`src/rtl/blc_bayer.sv`:
```
// rtl/blc_bayer.sv - Bayer black-level correction, 2-stage pipeline, per-channel clamped offset.
// Optional optical-black level measurement is built when BLC_OB_MEAS_EN is defined.
module blc_bayer #(
    parameter int DATA_W   = 24,
    parameter int OFS_W    = 12,
    parameter int H_DISP   = 720,
    parameter int BAYER    = 0,
    parameter int OB_ROWS  = 2,
    parameter int OB_SHIFT = 6
) (
    input  logic                 clk,
    input  logic                 rstn,
    input  logic                 blc_en,
    input  logic                 auto_en,
    input  logic [4*OFS_W-1:0]   ofs_cfg,
    input  logic                 in_vsync,
    input  logic                 in_hsync,
    input  logic                 in_de,
    input  logic [DATA_W-1:0]    pixel_data_in,
    output logic                 out_vsync,
    output logic                 out_hsync,
    output logic                 out_de,
    output logic [DATA_W-1:0]    pixel_data_out,
    output logic [4*OFS_W-1:0]   ob_level,
    output logic                 ob_valid
);
    localparam int LC_W = (OB_ROWS > 0) ? $clog2(OB_ROWS + 1) : 1;
    localparam logic [LC_W-1:0] LC_MAX = LC_W'(OB_ROWS);
    localparam logic [1:0] PHASE = 2'(BAYER);

    logic               vs_q, hs_q, de_q;
    logic               armed;
    logic               col_par, row_par;
    logic [LC_W-1:0]    line_cnt;
    logic [4*OFS_W-1:0] sh_ofs;
    logic               vs_rise, hs_rise, de_fall, pass;
    logic [1:0]         ch;

    assign vs_rise = in_vsync & ~vs_q;
    assign hs_rise = in_hsync & ~hs_q;
    assign de_fall = de_q & ~in_de;
    assign pass    = armed | vs_rise;
    assign ch      = {row_par, col_par} ^ PHASE;

    // Stream stays blanked after reset until a frame start re-establishes phase.
    always_ff @(posedge clk or negedge rstn) begin
        if (!rstn) begin
            vs_q     <= 1'b0;
            hs_q     <= 1'b0;
            de_q     <= 1'b0;
            armed    <= 1'b0;
            col_par  <= 1'b0;
            row_par  <= 1'b0;
            line_cnt <= '0;
            sh_ofs   <= '0;
        end else begin
            vs_q <= in_vsync;
            hs_q <= in_hsync;
            de_q <= in_de;
            if (vs_rise) begin
                armed    <= 1'b1;
                line_cnt <= '0;
                row_par  <= 1'b0;
                sh_ofs   <= ofs_cfg;
            end else if (de_fall) begin
                row_par <= ~row_par;
                if (line_cnt != LC_MAX)
                    line_cnt <= line_cnt + 1'b1;
            end
            if (hs_rise)
                col_par <= 1'b0;
            else if (in_de)
                col_par <= ~col_par;
        end
    end

    logic              s1_vs, s1_hs, s1_de, s1_en;
    logic [1:0]        s1_ch;
    logic [DATA_W-1:0] s1_pix;

    always_ff @(posedge clk or negedge rstn) begin
        if (!rstn) begin
            s1_vs  <= 1'b0;
            s1_hs  <= 1'b0;
            s1_de  <= 1'b0;
            s1_en  <= 1'b0;
            s1_ch  <= 2'd0;
            s1_pix <= '0;
        end else begin
            s1_vs  <= in_vsync & pass;
            s1_hs  <= in_hsync & pass;
            s1_de  <= in_de & pass;
            s1_en  <= blc_en;
            s1_ch  <= ch;
            s1_pix <= pass ? pixel_data_in : '0;
        end
    end

`ifdef BLC_OB_MEAS_EN
    localparam int NS    = 1 << OB_SHIFT;
    localparam int CNT_W = OB_SHIFT + 1;
    localparam int ACC_W = OFS_W + OB_SHIFT;

    logic [ACC_W-1:0] acc [4];
    logic [CNT_W-1:0] cnt [4];
    logic             meas_ok, sh_auto, all_full;

    assign all_full = (cnt[0] == CNT_W'(NS)) && (cnt[1] == CNT_W'(NS)) &&
                      (cnt[2] == CNT_W'(NS)) && (cnt[3] == CNT_W'(NS));

    always_ff @(posedge clk or negedge rstn) begin
        if (!rstn) begin
            for (int i = 0; i < 4; i++) begin
                acc[i] <= '0;
                cnt[i] <= '0;
            end
            ob_level <= '0;
            ob_valid <= 1'b0;
            meas_ok  <= 1'b0;
            sh_auto  <= 1'b0;
        end else begin
            ob_valid <= 1'b0;
            if (vs_rise) begin
                sh_auto <= auto_en;
                if (all_full) begin
                    for (int i = 0; i < 4; i++)
                        ob_level[i*OFS_W +: OFS_W] <= OFS_W'(acc[i] >> OB_SHIFT);
                    ob_valid <= 1'b1;
                    meas_ok  <= 1'b1;
                end
                for (int i = 0; i < 4; i++) begin
                    acc[i] <= '0;
                    cnt[i] <= '0;
                end
            end else if (armed && in_de && line_cnt < LC_MAX && cnt[ch] != CNT_W'(NS)) begin
                acc[ch] <= acc[ch] + ACC_W'(pixel_data_in[OFS_W-1:0]);
                cnt[ch] <= cnt[ch] + 1'b1;
            end
        end
    end
`else
    logic unused_auto;
    assign unused_auto = auto_en;
    assign ob_level    = '0;
    assign ob_valid    = 1'b0;
`endif

    logic [OFS_W-1:0]  ofs_sel;
    logic [DATA_W-1:0] ofs_ext;

    always_comb begin
        ofs_sel = sh_ofs[s1_ch*OFS_W +: OFS_W];
`ifdef BLC_OB_MEAS_EN
        if (sh_auto && meas_ok)
            ofs_sel = ob_level[s1_ch*OFS_W +: OFS_W];
`endif
    end

    assign ofs_ext = {{(DATA_W-OFS_W){1'b0}}, ofs_sel};

    always_ff @(posedge clk or negedge rstn) begin
        if (!rstn) begin
            out_vsync      <= 1'b0;
            out_hsync      <= 1'b0;
            out_de         <= 1'b0;
            pixel_data_out <= '0;
        end else begin
            out_vsync <= s1_vs;
            out_hsync <= s1_hs;
            out_de    <= s1_de;
            if (!s1_en)
                pixel_data_out <= s1_pix;
            else if (s1_pix > ofs_ext)
                pixel_data_out <= s1_pix - ofs_ext;
            else
                pixel_data_out <= '0;
        end
    end
endmodule

```
`config.mk`:
```
export PLATFORM = sky130hd
export DESIGN_NAME = blc_bayer
export DESIGN_NICKNAME = d
export VERILOG_FILES = /design/src/rtl/blc_bayer.sv
export SDC_FILE = /design/constraint.sdc
export NUM_CORES = 1
export LEC_CHECK = 0
export ABC_AREA = 1
export BUFFER_PORTS_ARGS = -buffer_cell sky130_fd_sc_hd__buf_4
export CAP_MARGIN = 25
export CORE_UTILIZATION = 55
export CTS_BUF_LIST = sky130_fd_sc_hd__clkbuf_2
export DETAILED_ROUTE_END_ITERATION = 10
export GPL_TIMING_DRIVEN = 1
export PLACE_DENSITY = 0.87
export RECOVER_POWER = 25
export SYNTH_ARGS = -nofsm -noshare
export SYNTH_HDL_FRONTEND = slang
export SYNTH_SLANG_ARGS = --single-unit
```
`constraint.sdc`:
```
create_clock -name clk -period 3.6 [get_ports clk]
set_clock_uncertainty 0.2 [all_clocks]
set_input_delay 1.08 -clock clk [delete_from_list [all_inputs] [get_ports clk]]
set_output_delay 1.08 -clock clk [all_outputs]
set_load 0.02 [all_outputs]
```
==> impl_metrics.py, run 1 <==
metrics = {
    "outcome": {
        "outcome": "finished, violations left",
        "violations": "max-capacitance violations, max-slew violations",
    },
    "hold_path": {
        "hold_path_class": "reg2reg",
    },
    "global_route": {
        "grt-ovfl-total": 0,
        "grt.total_usage_pct": 24.9,
        "grt_pass1_wl_um": 21700,
        "antenna_found_initial": 0,
        "grtUsageMet2_pct": 37.3,
        "use_met3_pct": 4.72,
        "grt_pass1_vias": 4515,
        "grt-busiest-layer": "met2",
        "grt_max_degree": 51,
        "use_met1_pct": 36.8,
    },
    "cts": {
        "cts_resized": 0,
        "path_clk_slew_ns": 0.29,
        "cts_tree": "yes",
        "holdBufCountCts": 0,
        "htree_levels": 3,
        "cts_made_buffers": 9,
        "insertion_delay_ns": 0.58,
        "cts_max_path_buffers": 2,
        "postCtsSetupRepairBufs": 0,
        "cts_root_buffer": "clkbuf_2",
        "cts_num_sinks": 111,
    },
    "job": {
        "cap_violations": 1,
    },
    "layout": {
        "multi_input_area_um2": 2570,
        "drive_gt1_share_pct": 18.6,
        "final_cells": 1008,
        "syn_to_final_growth_pct": 13.9,
        "final_nets": 963,
        "regArea_um2": 2780,
        "nFillCells": 930,
        "antennaDiodeCount": 0,
        "fin_area_um2": 6790,
    },
    "synthesis": {
        "synth_edf_count": 0,
        "yosys-top-cells-area": "dfrtp_1 47%, nand2_1 19%, buf_4 6.3%, inv_1 5.4%, nor2_1 3.7%",
        "synth_top_area_share_pct": 46.6,
        "ys_ff_latch": 111,
        "syn_avg_cell_area_um2": 7.74,
        "synth_commonest_cells": "294 x nand2_1, 111 x dfrtp_1, 86 x inv_1, 59 x nor2_1, 50 x buf_4",
        "async_reset_ff_share_pct": 100,
        "synth.most_common_cell": "nand2_1",
        "yosys_warnings": 0,
        "yosysTopAreaCell": "dfrtp_1",
        "yosysSeqAreaShare_pct": 46.6,
        "synth_area_um2": 5960,
        "ys.flop_type": "dfrtp_1",
        "synth_cells": 770,
        "synth.distinct_cells": 32,
    },
    "detailed_routing": {
        "dr.pass1.iters": 7,
        "wl_per_cell_um": 13.0,
        "ant_nets": 0,
        "viasPerCell": 4.88,
        "drt-total-wl_um": 13100,
        "drc_errors": 0,
        "num_vias": 4922,
        "drt_iter0_drc": 465,
    },
    "timing": {
        "finalWorstSetupSlack_ns": 0.412,
        "min_period_ns": 3.19,
        "finalHoldViolCount": 0,
        "slew-limit-headroom_pct": -45.8,
        "maxSlewViolCount": 43,
        "tightest_slew_ns": 2.19,
        "setup_violations": 0,
        "setup_tns_ns": 0,
        "fin_crit_sh_pct": 88.6,
        "timing.fmax_mhz": 314,
        "rsz0062_at_grt": "no",
    },
    "setup_path": {
        "crit_fanout": 23,
        "critPathLaunchType": "flop",
        "r2r_slack_ns": 0.41,
        "endpoint_kind": "flop",
        "worstSetupPathType": "reg2reg",
        "worstPathRequired_ns": 3.94,
        "crit_arrival_ns": 3.52,
    },
    "floorplanning": {
        "die_y_um": 106,
        "initial_core_util_pct": 57.2,
        "dieArea_um2": 11300,
        "die_x_um": 106,
        "core_um2": 10400,
        "rows": 37,
        "ios": 155,
    },
    "pwr": {
        "powerDensity_nw_per_um2": 445,
        "leakage_nw": 3.79,
        "p_total_mw": 3.02,
        "ir_drop_mv": 0.313,
    },
    "place": {
        "preCtsSetupSlack_ns": 0.509,
        "place_area_um2": 6700,
        "dp_hpwl_um": 10200,
        "post-place-cells": 994,
        "globalplace.congestion": 0.898,
        "port-buffer-count": 104,
    },
}
critical path: stages, from the launching register on:
cell,delay [ns]
dfrtp_1,0.44
inv_1,0.52
buf_4,0.23
nand2_1,0.05
a32o_1,0.26
ha_1,0.35
a21oi_1,0.24
nand2_1,0.11
a21oi_1,0.41
nand3_1,0.13
nand2_1,0.08
inv_1,0.04
nor2_1,0.11
routing by layer:
| metal | up-vias | wire length [µm] |
|---|---|---|
| met5 | - | 0 |
| met2 | 221 | 5780 |
| li1 | 2462 | - |
| met4 | 0 | 231 |
| met1 | 2218 | 6000 |
| met3 | 21 | 1070 |
logic make-up after synthesis:
group                    after synthesis  share of synthesized area (%)
AND/OR/NAND/NOR                      422                           29.5
buffers and inverters                161                           13.4
flip-flops                           111                           46.6
AO/OA/AOI/OAI                         51                           5.82
adder cells (fa/ha/maj)               15                           3.28
XOR/XNOR                               9                           1.32
other                                  1                         0.0629
state kept, by name, summed over array words and instances (netlist names), 2 cells and up:
name	cells
s1_pix	24
s1_ch	2
sh_ofs	48
pixel_data_out	24
metrics by stage:
step | hold WS, ns | utilization, %
2_1_floorplan | 0.131 | -
3_3_place_gp | 0.132 | 64.4
3_5_place_dp | 0.146 | 64.4
4_1_cts | 0.187 | 65.2
5_1_grt | 0.194 | 65.2
6_report | 0.187 | 65.2
power breakdown:
group	switching [mW]	leakage (nW)	internal (mW)
Clock	0.399	0.0559	0.0930
Sequential	0.0833	1.33	1.39
Combinational	0.655	2.40	0.396
final timing paths:
path	start	endpoint	cells past startpoint
min in group asynchronous	rstn	sh_ofs[14]$_DFFE_PN0P_	1
min reg2reg	s1_hs$_DFF_PN0_	out_hsync$_DFF_PN0_	0
min	s1_hs$_DFF_PN0_	out_hsync$_DFF_PN0_	0
max in group asynchronous	rstn	pixel_data_out[16]$_DFF_PN0_	2
max	s1_ch[0]$_DFF_PN0_	pixel_data_out[23]$_DFF_PN0_	12
max reg2reg	s1_ch[0]$_DFF_PN0_	pixel_data_out[23]$_DFF_PN0_	12
cell type report:
| cell class | count | share of cell area [%] |
|---|---|---|
| clock inverters | 5 | 0.664 |
| inverters | 90 | 5.01 |
| flip-flops and latches | 111 | 40.9 |
| repair buffers | 111 | 12.4 |
| clock buffers | 9 | 0.664 |
| well taps | 136 | 2.51 |
| multi-input cells | 546 | 37.9 |
cells in the final DEF (no fill, tap or decap), types with 2 or more instances in the layout:
master,instances
buf_4,105
dfrtp_1,111
inv_1,86
nand4_1,10
clkbuf_1,2
nand3_1,27
a32o_1,11
nor2_2,8
inv_2,3
nor3_1,5
nand2_2,10
clkinv_4,3
nand2_1,294
clkbuf_4,3
nor2_1,58
xor2_1,3
o22ai_1,2
clkbuf_2,9
a21oi_1,25
o21ai_2,9
nor2_4,4
o21ai_0,4
conb_1,49
ha_1,14
xnor2_1,6
Power figures use the tool's default switching activity.
==> run 2, diff against run 1 <==
--- a/config.mk
+++ b/config.mk
@@ -11,7 +11,9 @@
 export CORE_UTILIZATION = 55
 export CTS_BUF_LIST = sky130_fd_sc_hd__clkbuf_2
 export DETAILED_ROUTE_END_ITERATION = 10
+export GPL_ROUTABILITY_DRIVEN = 0
 export GPL_TIMING_DRIVEN = 1
+export HOLD_SLACK_MARGIN = 0.03
 export PLACE_DENSITY = 0.87
 export RECOVER_POWER = 25
 export SYNTH_ARGS = -nofsm -noshare
==> constraint.sdc (replaced) <==
create_clock -name clk -period 3.6 [get_ports clk]
set_clock_uncertainty 0.2 [all_clocks]
set_input_delay 0.36 -clock clk [delete_from_list [all_inputs] [get_ports clk]]
set_output_delay 0.36 -clock clk [all_outputs]
set_load 0.02 [all_outputs]
==> run 2 against run 1 <==
Effect of this change: sequential cell count unchanged; largest power group unchanged; cell area up 12%; die area stayed put; register-to-register slack better by 0.07 ns; the run still ends with max-capacitance violations, max-slew violations left; first-iteration DRC count is 0.86% lower; clock-buffer cell count stayed put.
==> impl_metrics.py, run 2 (synthesized netlist as in run 1, its figures left out) <==
metrics = {
    "setup_path": {
        "path_cells": "inv_1, o21ai_0, o22ai_1, ha_1, inv_1, fa_1, nand2_1, nand2_1, nand3_2, nand2_2, nand2_1, nand2_2, nand3_4, inv_2, nand2_1, nand2_1",
        "critPathSlowestCell": "inv_1",
        "max_stage_delay_ns": 0.51,
        "crit_family": "simple AND/OR/NAND/NOR gates",
        "crit_top_cell": "nand2_1",
        "endpoint_kind": "flop",
        "critPathBufInv": 3,
        "worstSetupPathType": "reg2reg",
        "crit_fanout": 23,
        "critPathLaunchType": "flop",
        "crit_arrival_ns": 3.41,
        "worstPathRequired_ns": 3.89,
    },
    "timing": {
        "tightest_slew_ns": 1.57,
        "maxSlewViolCount": 68,
        "fin_crit_sh_pct": 86.6,
        "min_period_ns": 3.12,
        "rsz0062_at_grt": "no",
        "setup_violations": 0,
        "finalHoldViolCount": 0,
        "timing.fmax_mhz": 321,
        "slew-limit-headroom_pct": -4.58,
        "finalWorstSetupSlack_ns": 0.484,
        "setup_tns_ns": 0,
    },
    "hold_path": {
        "hold_path_class": "reg2reg",
    },
    "cts": {
        "cts_num_sinks": 111,
        "cts_made_buffers": 9,
        "cts_tree": "yes",
        "postCtsSetupRepairBufs": 0,
        "cts_max_path_buffers": 2,
        "htree_levels": 3,
        "cts_root_buffer": "clkbuf_2",
        "insertion_delay_ns": 0.61,
        "path_clk_slew_ns": 0.28,
    },
    "floorplanning": {
        "dieArea_um2": 11300,
        "die_y_um": 106,
        "initial_core_util_pct": 57.2,
        "rows": 37,
        "ios": 155,
        "core_um2": 10400,
        "die_x_um": 106,
    },
    "place": {
        "dp_hpwl_um": 9840,
        "preCtsSetupSlack_ns": 0.585,
        "port-buffer-count": 104,
    },
    "layout": {
        "syn_to_final_growth_pct": 27.4,
        "top_register": "sh_ofs",
        "largest_register_ffs": 48,
        "drive_gt1_share_pct": 17.4,
        "final_nets": 1040,
        "layout_commonest_cell": "nand2_1",
        "reg_top3": "sh_ofs (48), pixel_data_out (24), s1_pix (24)",
        "mostFrequentLayoutCells": "294 x nand2_1, 111 x dfrtp_1, 106 x buf_4",
    },
    "outcome": {
        "violations": "max-capacitance violations, max-slew violations",
        "outcome": "finished, violations left",
    },
    "detailed_routing": {
        "wl_per_cell_um": 14.1,
        "dr.pass1.iters": 6,
        "viasPerCell": 5.07,
        "ant_nets": 0,
        "num_vias": 5511,
        "drt_iter0_drc": 461,
        "drc_errors": 0,
        "drt-total-wl_um": 15400,
    },
    "pwr": {
        "comb_power_share_pct": 35.0,
        "netSwitchingPower_mw": 1.20,
        "leakage_nw": 4.13,
        "ir_drop_mv": 0.219,
        "p_int_mw": 2.02,
        "swShare_pct": 37.3,
        "clockPowerShare_pct": 19.2,
        "powerDensity_nw_per_um2": 425,
        "p_seq_share_pct": 45.9,
    },
    "global_route": {
        "grt_pass1_vias": 5244,
        "antenna_found_initial": 1,
        "grt_pass1_wl_um": 24900,
        "grt.total_usage_pct": 28.8,
        "grt-ovfl-total": 0,
        "grt_max_degree": 68,
    },
    "job": {
        "cap_violations": 1,
    },
}
-- run 2: routing by layer --
layer / track usage [%] / up-vias / part of all wire [%]
li1: - / 2628 / -
met1: 38.7 / 2508 / 41
met2: 47.2 / 325 / 47
met3: 3.80 / 50 / 8.6
met4: 12.2 / 0 / 3.8
met5: 0 / - / 0
-- run 2: through the flow --
| stage | std cells | total power, mW | hold slack, ns | area, µm² | util (%) |
|---|---|---|---|---|---|
| 2_1_floorplan | 818 | 2.23 | -0.136 | 6140 | - |
| 3_5_place_dp | 994 | 2.53 | 0.144 | 6690 | 64.2 |
| 4_1_cts | 1087 | 3.20 | 0.156 | 7600 | 72.9 |
| 5_1_grt | 1088 | 3.42 | 0.200 | 7590 | 72.9 |
| 3_3_place_gp | 994 | 2.51 | 0.132 | 6690 | 64.2 |
| 6_report | 1088 | 3.22 | 0.190 | 7590 | 72.9 |
-- run 2: power groups by stage --
stage                     sequential [mW]  clock (mW)  combinational (mW)
after floorplan                      1.53           0               0.699
after global placement               1.49           0                1.02
after detailed placement             1.49           0                1.04
after CTS                            1.47       0.619                1.11
after global routing                 1.49       0.678                1.25
final                                1.48       0.618                1.13
-- run 2: final timing paths --
check                                                    end                from  slack, ns  depth (start not counted)
worst max register to register  pixel_data_out[10]$_DFF_PN0_  s1_ch[1]$_DFF_PN0_       0.48                         16
min in group asynchronous              sh_ofs[9]$_DFFE_PN0P_                rstn       0.44                          2
worst min register to register           out_vsync$_DFF_PN0_     s1_vs$_DFF_PN0_       0.19                          0
worst min-delay path                     out_vsync$_DFF_PN0_     s1_vs$_DFF_PN0_       0.19                          0
worst max-delay path            pixel_data_out[10]$_DFF_PN0_  s1_ch[1]$_DFF_PN0_       0.48                         16
max in group asynchronous               s1_pix[10]$_DFF_PN0_                rstn       1.60                          3
-- run 2: final cells by class --
type | count | area, µm²
Clock buffer | 9 | 45.0
Fill cell | 729 | 2820
Clock inverter | 7 | 88.8
Multi-Input combinational cell | 546 | 2570
Timing Repair Buffer | 188 | 1600
Inverter | 90 | 340
Antenna cell | 1 | 2.50
Sequential cell | 111 | 2780
Tap cell | 136 | 170
-- run 2: worst register-to-register path, cell delays in order (launching register included) --
cell and delay (ns):
dfrtp_1 0.44, inv_1 0.51, o21ai_0 0.21, o22ai_1 0.15, ha_1 0.17, inv_1 0.08, fa_1 0.45, nand2_1 0.10
nand2_1 0.07, nand3_2 0.08, nand2_2 0.08, nand2_1 0.09, nand2_2 0.08, nand3_4 0.16, inv_2 0.07, nand2_1 0.06
nand2_1 0.05
-- run 2: what timing repair did --
action,4_1_cts,5_1_grt
endpoints found under the setup margin,0,0
endpoints found under the hold margin,146,0
gates resized for setup,0,0
hold buffers,77,0
==> run 3, diff against run 2 <==
--- a/config.mk
+++ b/config.mk
@@ -5,16 +5,16 @@
 export SDC_FILE = /design/constraint.sdc
 export NUM_CORES = 1
 export LEC_CHECK = 0
-export ABC_AREA = 1
+export ABC_AREA = 0
 export BUFFER_PORTS_ARGS = -buffer_cell sky130_fd_sc_hd__buf_4
 export CAP_MARGIN = 25
-export CORE_UTILIZATION = 55
+export CORE_UTILIZATION = 59
 export CTS_BUF_LIST = sky130_fd_sc_hd__clkbuf_2
 export DETAILED_ROUTE_END_ITERATION = 10
 export GPL_ROUTABILITY_DRIVEN = 0
 export GPL_TIMING_DRIVEN = 1
 export HOLD_SLACK_MARGIN = 0.03
-export PLACE_DENSITY = 0.87
+export PLACE_DENSITY = 0.93
 export RECOVER_POWER = 25
 export SYNTH_ARGS = -nofsm -noshare
 export SYNTH_HDL_FRONTEND = slang
==> constraint.sdc (replaced) <==
create_clock -name clk -period 3.8 [get_ports clk]
set_clock_uncertainty 0.2 [all_clocks]
set_input_delay 0.38 -clock clk [delete_from_list [all_inputs] [get_ports clk]]
set_output_delay 0.38 -clock clk [all_outputs]
set_load 0.02 [all_outputs]
==> run 3 against run 2 <==
Effect of this change: the flow still finishes with violations (max-capacitance violations, max-slew violations); via count is 19% lower; fmax is 15% lower; power is 2.2% higher; final cell count is 29% lower; sequential cell count stayed put; critical path depth is 7 lower; critical endpoint is now pixel_data_out[23]$_DFF_PN0_.
==> impl_metrics.py, run 3 <==
metrics = {
    "outcome": {
        "outcome": "finished, violations left",
        "violations": "max-capacitance violations, max-slew violations",
    },
    "detailed_routing": {
        "num_vias": 4478,
        "ant_nets": 0,
        "drt-total-wl_um": 15500,
        "drt_iter0_drc": 355,
        "dr.pass1.iters": 5,
        "wl_per_cell_um": 20.1,
        "viasPerCell": 5.82,
        "drc_errors": 0,
    },
    "synthesis": {
        "ys.flop_type": "dfrtp_1",
        "yosysSeqAreaShare_pct": 49.7,
        "synth_top_area_share_pct": 49.7,
        "synth.distinct_cells": 55,
        "ys_ff_latch": 111,
        "yosys_warnings": 0,
        "async_reset_ff_share_pct": 100,
        "yosys-top-cells-area": "dfrtp_1 50%, mux2_2 9.7%, buf_4 6.6%, mux4_2 4.8%, nor2b_1 3.6%",
        "syn_avg_cell_area_um2": 12.0,
        "synth.most_common_cell": "dfrtp_1",
        "yosysTopAreaCell": "dfrtp_1",
        "synth_cells": 467,
        "synth_area_um2": 5580,
        "synth_commonest_cells": "111 x dfrtp_1, 49 x buf_4, 48 x mux2_2, 32 x nor2b_1, 23 x a21oi_1",
        "synth_edf_count": 0,
    },
    "setup_path": {
        "crit_arrival_ns": 4.01,
        "max_stage_delay_ns": 0.60,
        "critPathSlowestCell": "dfrtp_2",
        "crit_fanout": 8,
        "critPathLaunchType": "flop",
        "worstSetupPathType": "reg2reg",
        "endpoint_kind": "flop",
        "worstPathRequired_ns": 4.15,
        "path_cells": "buf_4, mux4_2, inv_1, ha_1, a21oi_1, nor2b_1, a2111oi_0, or4_1, o21ai_0",
    },
    "floorplanning": {
        "ios": 155,
        "core_um2": 9200,
        "initial_core_util_pct": 60.7,
        "die_y_um": 99.3,
        "dieArea_um2": 9860,
        "rows": 35,
        "die_x_um": 99.3,
    },
    "timing": {
        "timing.fmax_mhz": 274,
        "fin_crit_sh_pct": 96.1,
        "whs_ns": 0.195,
        "slew-limit-headroom_pct": -78.1,
        "setup_tns_ns": 0,
        "rsz0062_at_grt": "no",
        "finalHoldViolCount": 0,
        "tightest_slew_ns": 2.67,
        "setup_violations": 0,
        "maxSlewViolCount": 51,
        "min_period_ns": 3.65,
    },
    "cts": {
        "cts_root_buffer": "clkbuf_2",
        "insertion_delay_ns": 0.64,
        "htree_levels": 3,
        "cts_num_sinks": 111,
        "cts_tree": "yes",
        "cts_max_path_buffers": 2,
        "path_clk_slew_ns": 0.31,
        "cts_made_buffers": 9,
    },
    "layout": {
        "top_register": "sh_ofs",
        "syn_to_final_growth_pct": 29.4,
        "antennaDiodeCount": 0,
        "mostFrequentLayoutCells": "110 x dfrtp_1, 107 x buf_4, 77 x dlygate4sd3_1",
        "largest_register_ffs": 48,
        "layout_commonest_cell": "dfrtp_1",
        "final_util_pct": 78.6,
        "nFillCells": 515,
        "reg_top3": "sh_ofs (48), pixel_data_out (24), s1_pix (24)",
        "drive_gt1_share_pct": 30.2,
        "final_nets": 748,
        "fin_area_um2": 7230,
    },
    "global_route": {
        "antenna_found_initial": 0,
        "grt_pass1_vias": 4607,
        "grt_pass1_wl_um": 24300,
        "grt-ovfl-total": 0,
        "grt.total_usage_pct": 33.5,
        "grt_max_degree": 51,
    },
    "pwr": {
        "powerDensity_nw_per_um2": 456,
        "clockPowerShare_pct": 16.2,
        "swShare_pct": 37.9,
        "ir_drop_mv": 0.265,
        "leakage_nw": 3.27,
        "p_total_mw": 3.29,
        "p_seq_share_pct": 44.6,
        "netSwitchingPower_mw": 1.25,
        "p_int_mw": 2.04,
        "comb_power_share_pct": 39.2,
    },
    "place": {
        "place_area_um2": 6340,
        "dp_hpwl_um": 8800,
        "port-buffer-count": 104,
    },
    "job": {
        "cap_violations": 1,
    },
    "hold_path": {
        "hold_path_class": "reg2reg",
    },
}
[run 3: metal layers]
metal / share of wire (%) / track usage (%) / wire length [µm] / vias up
li1: - / - / - / 1946
met1: 35 / 36.3 / 5490 / 2158
met2: 52 / 60.5 / 8020 / 303
met3: 7.3 / 7.59 / 1130 / 71
met4: 5.5 / 18.9 / 848 / 0
met5: 0 / 0 / 0 / -
[run 3: cells by family (layout without fill, tap and decap cells)]
family	after synthesis	after routing	share of synthesized area (%)
DFF	111	111	49.7
and+or+nand+nor	105	105	10.7
AOI/OAI and AO/OA	84	84	10.8
buffers and inverters	81	225	9.03
muxes	61	61	14.7
adders and majority gates	15	15	3.50
xor gates and xnor gates	9	9	1.41
other	1	49	0.0672
[run 3: final timing paths]
check	slack, ns	startpoint	cells past startpoint	to
max reg2reg	0.15	s1_ch[0]$_DFF_PN0_	9	pixel_data_out[23]$_DFF_PN0_
max	0.15	s1_ch[0]$_DFF_PN0_	9	pixel_data_out[23]$_DFF_PN0_
min	0.20	s1_vs$_DFF_PN0_	0	out_vsync$_DFF_PN0_
min reg2reg	0.20	s1_vs$_DFF_PN0_	0	out_vsync$_DFF_PN0_
max in group asynchronous	0.61	rstn	3	s1_ch[0]$_DFF_PN0_
min in group asynchronous	0.89	rstn	2	sh_ofs[4]$_DFFE_PN0P_
[run 3: worst max-delay path: cells and delay by family, from the launching register on]
family	cells	cell delay [ns]
AOI/OAI and AO/OA	3	0.73
adders and majority gates	1	0.28
buffers and inverters	2	0.27
DFF	1	0.60
muxes	1	0.53
and+or+nand+nor	2	0.98
[run 3: power by group through the flow]
stage          logic, mW  registers (mW)  clock network (mW)
2_1_floorplan      0.780            1.50                   0
3_3_place_gp        1.11            1.46                   0
3_5_place_dp        1.16            1.47                   0
4_1_cts             1.23            1.45               0.532
5_1_grt             1.39            1.48               0.587
6_report            1.29            1.47               0.533
[run 3: layout make-up]
| cell class | instances | area, µm² | share of cell area (%) |
|---|---|---|---|
| clock buffers | 10 | 50.0 | 0.692 |
| clock inverters | 6 | 67.6 | 0.935 |
| inverters | 17 | 63.8 | 0.883 |
| multi-input cells | 323 | 2490 | 34.5 |
| flip-flops and latches | 111 | 2780 | 38.4 |
| well taps | 111 | 139 | 1.92 |
| repair buffers | 192 | 1640 | 22.6 |
[run 3: repair_timing]
action / in CTS / in global routing
resized for setup: 0 / 1
buffers inserted: 0 / 1
hold buffers: 77 / 0
setup endpoints to repair: 0 / 22
hold endpoints to repair: 130 / 0
[run 3: metrics by stage]
step                      instances  setup WS, ns
after global placement          675         0.215
after CTS                       769        0.0143
after floorplan                 515         0.217
after global routing            770        0.0110
final                           770         0.149
after detailed placement        676        0.0962
